`src/rtl/adder_seq_arbiter.sv`:
```
// Two-requester round-robin front end feeding one N-bit adder that is reused
// over W cycles to add N*W-bit operands slice by slice, LSB slice first.
module adder_seq_arbiter #(
  parameter int N = 4,
  parameter int W = 4
) (
  input  logic           clk,
  input  logic           rst_n,
  input  logic           req0_valid,
  output logic           req0_ready,
  input  logic [N*W-1:0] req0_A,
  input  logic [N*W-1:0] req0_B,
  input  logic           req0_Cin,
  input  logic           req1_valid,
  output logic           req1_ready,
  input  logic [N*W-1:0] req1_A,
  input  logic [N*W-1:0] req1_B,
  input  logic           req1_Cin,
  output logic           rsp_valid,
  input  logic           rsp_ready,
  output logic           rsp_id,
  output logic [N*W-1:0] rsp_Sum,
  output logic           rsp_Cout,
  output logic [1:0]     dbg_state
);

  localparam int OW = N * W;
  localparam int CW = (W > 1) ? $clog2(W) : 1;

  typedef enum logic [1:0] {
    IDLE = 2'd0,
    RUN  = 2'd1,
    RESP = 2'd2
  } state_t;

  state_t          state_q, state_d;
  logic [CW-1:0]   cnt_q, cnt_d;
  logic [OW-1:0]   a_q, a_d;
  logic [OW-1:0]   b_q, b_d;
  logic [OW-1:0]   sum_q, sum_d;
  logic            carry_q, carry_d;
  logic            cout_q, cout_d;
  logic            id_q, id_d;
  logic            last_q, last_d;

  logic            grant;
  logic            accept;
  logic [N-1:0]    a_sl, b_sl, s_sl;
  logic            c_sl;

  // Handshake: a requester is accepted on a rising edge where its valid and
  // ready are both 1; a result is consumed where rsp_valid and rsp_ready are 1.
  always_comb begin
    grant = 1'b0;
    if (req0_valid && req1_valid) grant = ~last_q;
    else if (req1_valid)          grant = 1'b1;
  end

  assign accept     = rst_n && (state_q == IDLE) && (grant ? req1_valid : req0_valid);
  assign req0_ready = accept && !grant;
  assign req1_ready = accept && grant;

  // The one shared adder; the carry out of the top bit is kept, not dropped.
  assign a_sl = a_q[cnt_q*N +: N];
  assign b_sl = b_q[cnt_q*N +: N];
  assign {c_sl, s_sl} = {1'b0, a_sl} + {1'b0, b_sl} + {{N{1'b0}}, carry_q};

  always_comb begin
    state_d = state_q;
    cnt_d   = cnt_q;
    a_d     = a_q;
    b_d     = b_q;
    sum_d   = sum_q;
    carry_d = carry_q;
    cout_d  = cout_q;
    id_d    = id_q;
    last_d  = last_q;
    case (state_q)
      IDLE: begin
        if (accept) begin
          a_d     = grant ? req1_A : req0_A;
          b_d     = grant ? req1_B : req0_B;
          carry_d = grant ? req1_Cin : req0_Cin;
          id_d    = grant;
          last_d  = grant;
          cnt_d   = '0;
          state_d = RUN;
        end
      end
      RUN: begin
        sum_d[cnt_q*N +: N] = s_sl;
        carry_d             = c_sl;
        if (cnt_q == CW'(W - 1)) begin
          cout_d  = c_sl;
          state_d = RESP;
        end else begin
          cnt_d = cnt_q + CW'(1);
        end
      end
      RESP: begin
        if (rsp_ready) state_d = IDLE;
      end
      default: state_d = IDLE;
    endcase
  end

  // last_q resets to 1 so that a tie right after reset goes to requester 0.
  always_ff @(posedge clk) begin
    if (!rst_n) begin
      state_q <= IDLE;
      cnt_q   <= '0;
      a_q     <= '0;
      b_q     <= '0;
      sum_q   <= '0;
      carry_q <= 1'b0;
      cout_q  <= 1'b0;
      id_q    <= 1'b0;
      last_q  <= 1'b1;
    end else begin
      state_q <= state_d;
      cnt_q   <= cnt_d;
      a_q     <= a_d;
      b_q     <= b_d;
      sum_q   <= sum_d;
      carry_q <= carry_d;
      cout_q  <= cout_d;
      id_q    <= id_d;
      last_q  <= last_d;
    end
  end

  assign rsp_valid = (state_q == RESP);
  assign rsp_Sum   = sum_q;
  assign rsp_Cout  = cout_q;
  assign rsp_id    = id_q;
  assign dbg_state = state_q;

endmodule

```
`config.mk`:
```
export PLATFORM = sky130hd
export DESIGN_NAME = adder_seq_arbiter
export DESIGN_NICKNAME = d
export VERILOG_FILES = /design/src/rtl/adder_seq_arbiter.sv
export SDC_FILE = /design/constraint.sdc
export NUM_CORES = 1
export LEC_CHECK = 0
export CORE_MARGIN = 8
export CORE_UTILIZATION = 29
export DETAILED_ROUTE_END_ITERATION = 12
export PLACE_DENSITY_LB_ADDON = 0.15
export SYNTH_ARGS = -nofsm -noshare
export SYNTH_HDL_FRONTEND = slang
export SYNTH_SLANG_ARGS = --single-unit
```
`constraint.sdc`:
```
create_clock -name clk -period 3.7 [get_ports clk]
set_input_delay 0.74 -clock clk [delete_from_list [all_inputs] [get_ports clk]]
set_output_delay 0.74 -clock clk [all_outputs]
set_load 0.02 [all_outputs]
```
# After elaboration in Yosys (flattened, before gate mapping)

Index checks and enable logic that the tools add are counted.

Equal/unequal tests: 7
Add/sub/neg operators: 4
Reduce and logical (&&, ||, !) cells: 13
Multiplexer cells: 16
Shifts and indexed selects: 4
Bitwise gates (word level): 1

Operators with widths:

| operator                                               | number |
|---|---|
| negator 4 -> 34 bit                                    | 1 |
| variable shift 4 x 34 -> 16 bit (first input constant) | 1 |
| variable part select 4 x 34 -> 16 bit                  | 1 |
| two-way mux 16 bit                                     | 2 |
| variable part select 16 x 5 -> 4 bit                   | 2 |
| bitwise mux 16 bit                                     | 1 |
| two-way mux 2 bit                                      | 5 |
| inequality test 2 bit (second input constant)          | 3 |
| case mux 2 bit (3 select lines)                        | 1 |
| AND reduction 2 bit                                    | 3 |
| AND reduction 3 bit                                    | 2 |
| adder 4 x 4 -> 5 bit                                   | 1 |
| adder 5 x 1 -> 5 bit                                   | 1 |
| logical AND 1 bit                                      | 5 |
| two-way mux 1 bit                                      | 5 |
| equality test 2 bit (second input constant)            | 2 |
| case mux 2 bit (2 select lines)                        | 1 |
| adder 2 x 1 -> 2 bit (second input constant)           | 1 |
| equality test 2 x 1 -> 1 bit (second input constant)   | 1 |
| zero test 2 bit                                        | 1 |
| inequality test 2 x 1 -> 1 bit (second input constant) | 1 |
| case mux 1 bit (2 select lines)                        | 1 |
| nonzero test 2 bit                                     | 1 |
| zero test 1 bit                                        | 1 |
| inverter 1 bit                                         | 1 |

Register bits after elaboration: 56
Input bits: 71
Output and inout bits: 23
Logic and storage cells: 54

# Longest topological paths before layout

Gate-level depths: netlist (run 1).

Depth in word-level cells: 6
Depth in mapped cells: 7

# Worst setup path before layout (run 1)

Ideal clock, no wire load.

Path kind: register to register
Start point: register cnt_q[0]
End point: register cout_q, in the netlist rsp_Cout
Required time: 3566 ps
Cell stages (with the launch flop): 8
Library setup time: 134 ps
Buffers on the path: 1
Path slack: 1047 ps
Arrival: 2519 ps
Cell sequence: dfxtp_1 > buf_2 > mux4_2 > fa_1 > fa_1 > a21o_1 > a21oi_1 > a311oi_1

Cells in the longest elaborated chain, start to end: 3

RTL lines:

| what                                                           | line   | text |
|---|---|---|
| start, declared                                                | 37     | `logic [CW-1:0] cnt_q, cnt_d;` |
| start signal, assigned                                         | 121    | `cnt_q <= cnt_d;` |
| variable part select 16 x 5 -> 4 bit, on equally long branches | 64, 65 |  |
| adder 4 x 4 -> 5 bit                                           | 66     | `assign {c_sl, s_sl} = {1'b0, a_sl} + {1'b0, b_sl} + {{N{1'b0}}, carry_q};` |
| adder 5 x 1 -> 5 bit                                           | 66     |  |
| end signal, assigned                                           | 126    | `cout_q <= cout_d;` |
| end, declared                                                  | 42     | `logic cout_q, cout_d;` |

Several ways; a longest one is shown, not always the timed one.
A chain may end at the register's enable or synchronous reset.

# Worst setup path after layout (run 1)

Start point: input port rst_n
End point: output port req0_ready

Cells in the longest elaborated chain, start to end: 3

RTL lines:

| what                            | line | text |
|---|---|---|
| start, declared                 | 8    | `input logic rst_n,` |
| logical AND 1 bit (2 in series) | 59   | `assign accept = rst_n && (state_q == IDLE) && (grant ? req1_valid : req0_valid);` |
| logical AND 1 bit               | 60   | `assign req0_ready = accept && !grant;` |
| end, declared                   | 10   | `output logic req0_ready,` |

No other way between the ends.

==> flow_summary_export.csv, run 1 <==
group,metric,value,unit
run_status,status,"complete, no violations",
setup_path,slowest_delay,0.62,ns
timing,fmax,297,MHz
drt,vias,2322,
setup_path,critical-path-top-delay-family,"buffers and inverters",
global_routing,grt_pass1_wl,11700,um
synth,synth_top_area_share,0.398,
global_routing,grt_overflow_total,0,
layout,drive_gt1_frac,0.0894,
synth,yosys_warnings,0,
synth,synth.yosys.seq_area_share,0.398,
setup_path,path_max_fanout,4,
clocking,clockBufferDepth,2,
flow_run,cap_viol_max_count,0,
synth,async_reset_ff_frac,0,
timing,fin_crit,3.37,ns
drt,wl_per_cell,14.2,um
clocking,cts.sink_count,56,
placement,dpl_cell_area,3850,um^2
timing,slew_headroom,0.567,
layout,fillers,995,
clocking,cts_tree,"built",
drt,detail-route-antenna-nets,0,
timing,post-route-period-util,0.910,
floorplanning,dieArea,13100,um^2
synth,synth-edff-count,0,
setup_path,startpoint_type,"primary input",
synth,yosysUniqueCellTypes,35,
floorplanning,fp.dieH,115,um
timing,setup_tns,0,ns
setup_path,crit_chain,"clkdlybuf4s50_1, inv_2, or4_1, nor2_1, clkdlybuf4s50_1",
setup_path,worstPathRequired,2.96,ns
floorplanning,die_w,115,um
setup_path,path_common_cell,"clkdlybuf4s50_1",
timing,finalHoldViolCount,0,
clocking,post_cts_resized,0,
synth,synth_area_leader_cell,"dfxtp_1",
min_path,hold_path_class,"reg2reg",
clocking,cts-buffers-inserted,5,
timing,timing.final.ws_setup,0.335,ns
setup_path,arrival,2.63,ns
global_routing,antenna_found_initial,0,
clocking,clk_latency,0.31,ns
clocking,ctsHoldBuffers,0,
power_and_ir_drop,power.density,340,nW/um^2
floorplanning,start_util,0.294,
synth,synth_cells,283,
synth,synth.net_count,365,
layout,antenna_cells,0,
timing,rsz0062_at_grt,"no",
synth,synth_flop_cell,"dfxtp_1",
power_and_ir_drop,leakagePower,1.41,nW
synth,synth_area_leaders,"dfxtp_1 (40%), mux2i_1 (11%), a211oi_1 (7.5%), nor2_1 (6.8%), mux4_2 (6.4%)",
global_routing,grt_pass1_vias,2429,
synth,avgSynthCellArea,9.97,um^2
layout,regArea,1120,um^2
setup_path,crit_path_top_delay_cell,"clkdlybuf4s50_1",
floorplanning,core_area,9590,um^2
synth,ys_ff_latch,56,
power_and_ir_drop,finalPower,1.34,mW
setup_path,setup.worst_path.end_class,"output port",
floorplanning,rows,36,
clocking,post_cts_buffers,0,
placement,portBuffers,93,
timing,maxSlewViolCount,0,
synth,synth_commonest_cells,"dfxtp_1 (56), nor2_1 (51), mux2i_1 (32)",
drt,wl,7120,um
placement,gp_congestion,0.756,
timing,worst_pin_slew,0.650,ns
setup_path,cp.buffers_inverters,3,
drt,drt-initial-drc-count,66,
clocking,cts.clk_slew.worst_paths,0.09,ns
drt,drc,0,
layout,multi_input_comb_area,1570,um^2
placement,place_hpwl,5510,um
drt,viasPerCell,4.63,
clocking,cts-root-buf,"clkbuf_8",
clocking,h-tree-depth,2,
drt,first_pass_iters,4,
layout,design_area,3940,um^2
timing,skew,0.00806,ns
layout,area_growth,39.8,%
global_routing,grt_max_degree,69,
global_routing,grt_usage,0.111,
power_and_ir_drop,ir_worst_vdd,0.179,mV
placement,dpl_worst_slack,0.322,ns
layout,final_nets,450,
timing,setup_viol,0,
synth,synth_area,2820,um^2
setup_path,crit_type,"in2out",
floorplanning,boundaryPins,94,
synth,yosysMostFrequentCell,"dfxtp_1",
## worst register-to-register path, delay by kind of cell (launching register included)
kind	cells	cell delay (ns)
adders and majority gates	2	0.86
DFF	1	0.59
muxes	1	0.58
AOI/OAI and AO/OA	3	0.57
## logic make-up after synthesis
group           count (synthesis)  synth area share
buf+inv                        26            0.0492
flops                          56             0.398
mux                            40             0.177
fa+ha+maj                      11            0.0541
compound gates                 66             0.177
xor+xnor                        1           0.00311
simple gates                   83             0.141
## cell type report
type / instances / area share
Clock buffer: 8 / 0.0228
Multi-Input combinational cell: 201 / 0.398
Sequential cell: 56 / 0.284
Inverter: 5 / 0.00476
Tap cell: 133 / 0.0422
Timing Repair Buffer: 99 / 0.247
## per-stage QoR
stage	utilization	std cells	hold slack, ns
CTS	0.411	502	0.477
finish	0.411	502	0.468
global placement	0.402	494	0.454
global route	0.411	502	0.511
detailed placement	0.402	494	0.459
floorplan	-	283	0.432
## metal layers
layer,routed length (um),GRT usage
met1,3170,0.132
met2,3500,0.188
met3,392,0.0353
met4,53,0.0302
met5,0,0
## where the power goes
| part | internal [mW] | leakage [nW] | switching (mW) |
|---|---|---|---|
| Sequential | 0.642 | 0.459 | 0.0256 |
| Clock | 0.153 | 0.0455 | 0.191 |
| Combinational | 0.173 | 0.906 | 0.157 |
| Total | 0.968 | 1.41 | 0.374 |
## worst paths after layout
path,start,endpoint,slack (ns),depth (start not counted)
setup / recovery,rst_n,req0_ready,0.33,5
hold / removal,rsp_id$_SDFFE_PN0P_,rsp_id$_SDFFE_PN0P_,0.47,2
setup reg to reg,cnt_q[0]$_SDFFE_PN0P_,rsp_Cout$_SDFFE_PN0P_,0.98,6
hold reg to reg,rsp_id$_SDFFE_PN0P_,rsp_id$_SDFFE_PN0P_,0.47,2
## state kept, by name, summed over array words and instances, names as in the netlist
name       count
dbg_state      2
a_q           16
last_q         1
carry_q        1
rsp_id         1
rsp_Sum       16
b_q           16
cnt_q          2
rsp_Cout       1
## cell usage in the layout, fill, tap and decap left out, types with 3 or more instances in the layout
cell type	Yosys	final
a211oi_1	28	28
a211oi_2	6	6
a21oi_1	6	6
a22oi_1	13	13
buf_4	5	6
clkbuf_8	0	6
clkdlybuf4s50_1	0	93
dfxtp_1	56	56
ha_1	9	9
inv_1	4	4
mux2i_1	32	32
mux4_2	8	8
nand2_1	15	15
nand3_1	3	3
nor2_1	51	51
nor2b_1	3	3
nor4_2	3	3
o21ai_0	5	5
Power figures use the tool's default switching activity.
==> inputs of run 2 (changes only) <==
RECOVER_POWER = 100   (was default)
==> run 2 against run 1 <==
The flow now finishes with violations (max-capacitance violations, max-slew violations). Wire length fell by 0.39%. Sequential share of layout area rose by 0.25 points. Global-route usage did not move.
==> flow_summary_export.csv, run 2 (synthesis gave the netlist of run 1 again) <==
group,metric,value,unit
clocking,h-tree-depth,2,
layout,final_nets,450,
power_and_ir_drop,power.density,342,nW/um^2
timing,slew_headroom,-0.544,
clocking,clk_latency,0.31,ns
power_and_ir_drop,p_int,0.964,mW
floorplanning,fp.dieH,115,um
global_routing,grt_pass1_vias,2429,
floorplanning,dieArea,13100,um^2
setup_path,critical-path-top-delay-family,"buffers and inverters",
clocking,cts-root-buf,"clkbuf_8",
timing,whs,0.466,ns
layout,final_cell_mix,"clkdlybuf4s50_1 (70), dfxtp_1 (56), nor2_1 (51)",
timing,fmax,291,MHz
clocking,post_cts_resized,0,
floorplanning,rows,36,
setup_path,path_max_fanout,4,
floorplanning,boundaryPins,94,
global_routing,antenna_found_initial,0,
drt,wl,7090,um
clocking,ctsHoldBuffers,0,
clocking,cts.clk_slew.worst_paths,0.09,ns
placement,portBuffers,93,
clocking,cts.sink_count,56,
floorplanning,die_w,115,um
layout,area_growth,38.6,%
timing,skew,0.00708,ns
layout,final_common_cell,"clkdlybuf4s50_1",
drt,viasPerCell,4.63,
setup_path,slowest_delay,0.69,ns
drt,vias,2325,
global_routing,grt_pass1_wl,11700,um
power_and_ir_drop,seq_power_share,0.500,
power_and_ir_drop,ir_worst_vdd,0.181,mV
clocking,cts_tree,"built",
power_and_ir_drop,sw_frac_of_total,0.278,
clocking,post_cts_buffers,0,
clocking,clockBufferDepth,2,
timing,maxSlewViolCount,53,
placement,placed_cells,494,
timing,worst_pin_slew,2.32,ns
drt,first_pass_iters,4,
power_and_ir_drop,combPwrFrac,0.242,
power_and_ir_drop,finalPower,1.34,mW
drt,wl_per_cell,14.1,um
global_routing,grt_usage,0.111,
timing,post-route-period-util,0.928,
floorplanning,start_util,0.294,
drt,detail-route-antenna-nets,0,
timing,finalHoldViolCount,0,
clocking,cts-buffers-inserted,5,
power_and_ir_drop,leakagePower,1.48,nW
power_and_ir_drop,pwr-share-clk,0.259,
timing,setup_tns,0,ns
setup_path,worstPathRequired,2.96,ns
timing,setup_viol,0,
placement,place_hpwl,5510,um
layout,instances_no_fill,502,
flow_run,cap_viol_max_count,1,
timing,rsz0062_at_grt,"no",
layout,antenna_cells,0,
timing,fin_crit,3.43,ns
placement,gp_congestion,0.756,
setup_path,setup.worst_path.end_class,"output port",
min_path,hold_path_class,"reg2reg",
floorplanning,core_area,9590,um^2
global_routing,grt_overflow_total,0,
setup_path,crit_type,"in2out",
setup_path,crit_chain,"clkdlybuf4s50_1, inv_1, or4_1, nor2_1, dlygate4sd3_1",
setup_path,cp.buffers_inverters,3,
drt,drt-initial-drc-count,59,
setup_path,crit_path_top_delay_cell,"dlygate4sd3_1",
setup_path,arrival,2.69,ns
global_routing,grt_max_degree,69,
drt,drc,0,
run_status,violations,"max-capacitance violations, max-slew violations",
power_and_ir_drop,switchingPower,0.371,mW
layout,drive_gt1_frac,0.0678,
run_status,status,"finished with violations",
setup_path,startpoint_type,"primary input",
==> run 2: cell count changes in the layout (fill, tap and decap cells not counted) <==
cell	delta
a211oi_1	+5
a211oi_2	-5
buf_4	-3
clkbuf_1	+2
clkbuf_2	+1
clkdlybuf4s50_1	-23
dlygate4sd3_1	+23
inv_1	+1
inv_2	-1
==> run 2: layout make-up <==
type                            count  area [um^2]
Inverter                            5         18.8
Sequential cell                    56         1120
Multi-Input combinational cell    201         1550
Timing Repair Buffer               99          966
Tap cell                          133          166
Clock buffer                        8         90.1
Fill cell                         999         5690
==> run 2: routing by layer <==
layer,vias up,share of wire,track usage
met5,-,0,0
met4,0,0.0099,0.0302
met2,57,0.49,0.188
li1,1211,-,-
met1,1052,0.45,0.132
met3,5,0.054,0.0353
==> run 2: stage by stage <==
step / instance area (um^2) / util / setup WS, ns
finish: 3910 / 0.407 / 0.265
global route: 3910 / 0.407 / 0.157
CTS: 3940 / 0.411 / 0.298
detailed placement: 3850 / 0.402 / 0.322
global placement: 3850 / 0.402 / 0.313
floorplan: 2820 / - / 1.05
==> run 2: worst register-to-register path: stages, from the launching register on <==
cell and delay [ns]:
dfxtp_1 0.58, clkbuf_1 0.54, mux4_2 0.63, fa_1 0.44, a21o_1 0.19, a21oi_1 0.25, a311oi_1 0.13
==> run 2: final timing paths <==
kind / startpoint / to / slack [ns] / depth (start not counted)
worst max-delay path: rst_n / req0_ready / 0.27 / 5
worst min-delay path: rsp_id$_SDFFE_PN0P_ / rsp_id$_SDFFE_PN0P_ / 0.47 / 2
worst max register to register: cnt_q[0]$_SDFFE_PN0P_ / rsp_Cout$_SDFFE_PN0P_ / 0.72 / 6
worst min register to register: rsp_id$_SDFFE_PN0P_ / rsp_id$_SDFFE_PN0P_ / 0.47 / 2
==> run 2: power groups by stage <==
stage               logic [mW]  registers [mW]  clock network [mW]
floorplan                0.205           0.678                   0
CTS                      0.339           0.669               0.360
global placement         0.335           0.682                   0
finish                   0.323           0.667               0.345
global route             0.360           0.673               0.386
detailed placement       0.338           0.683                   0
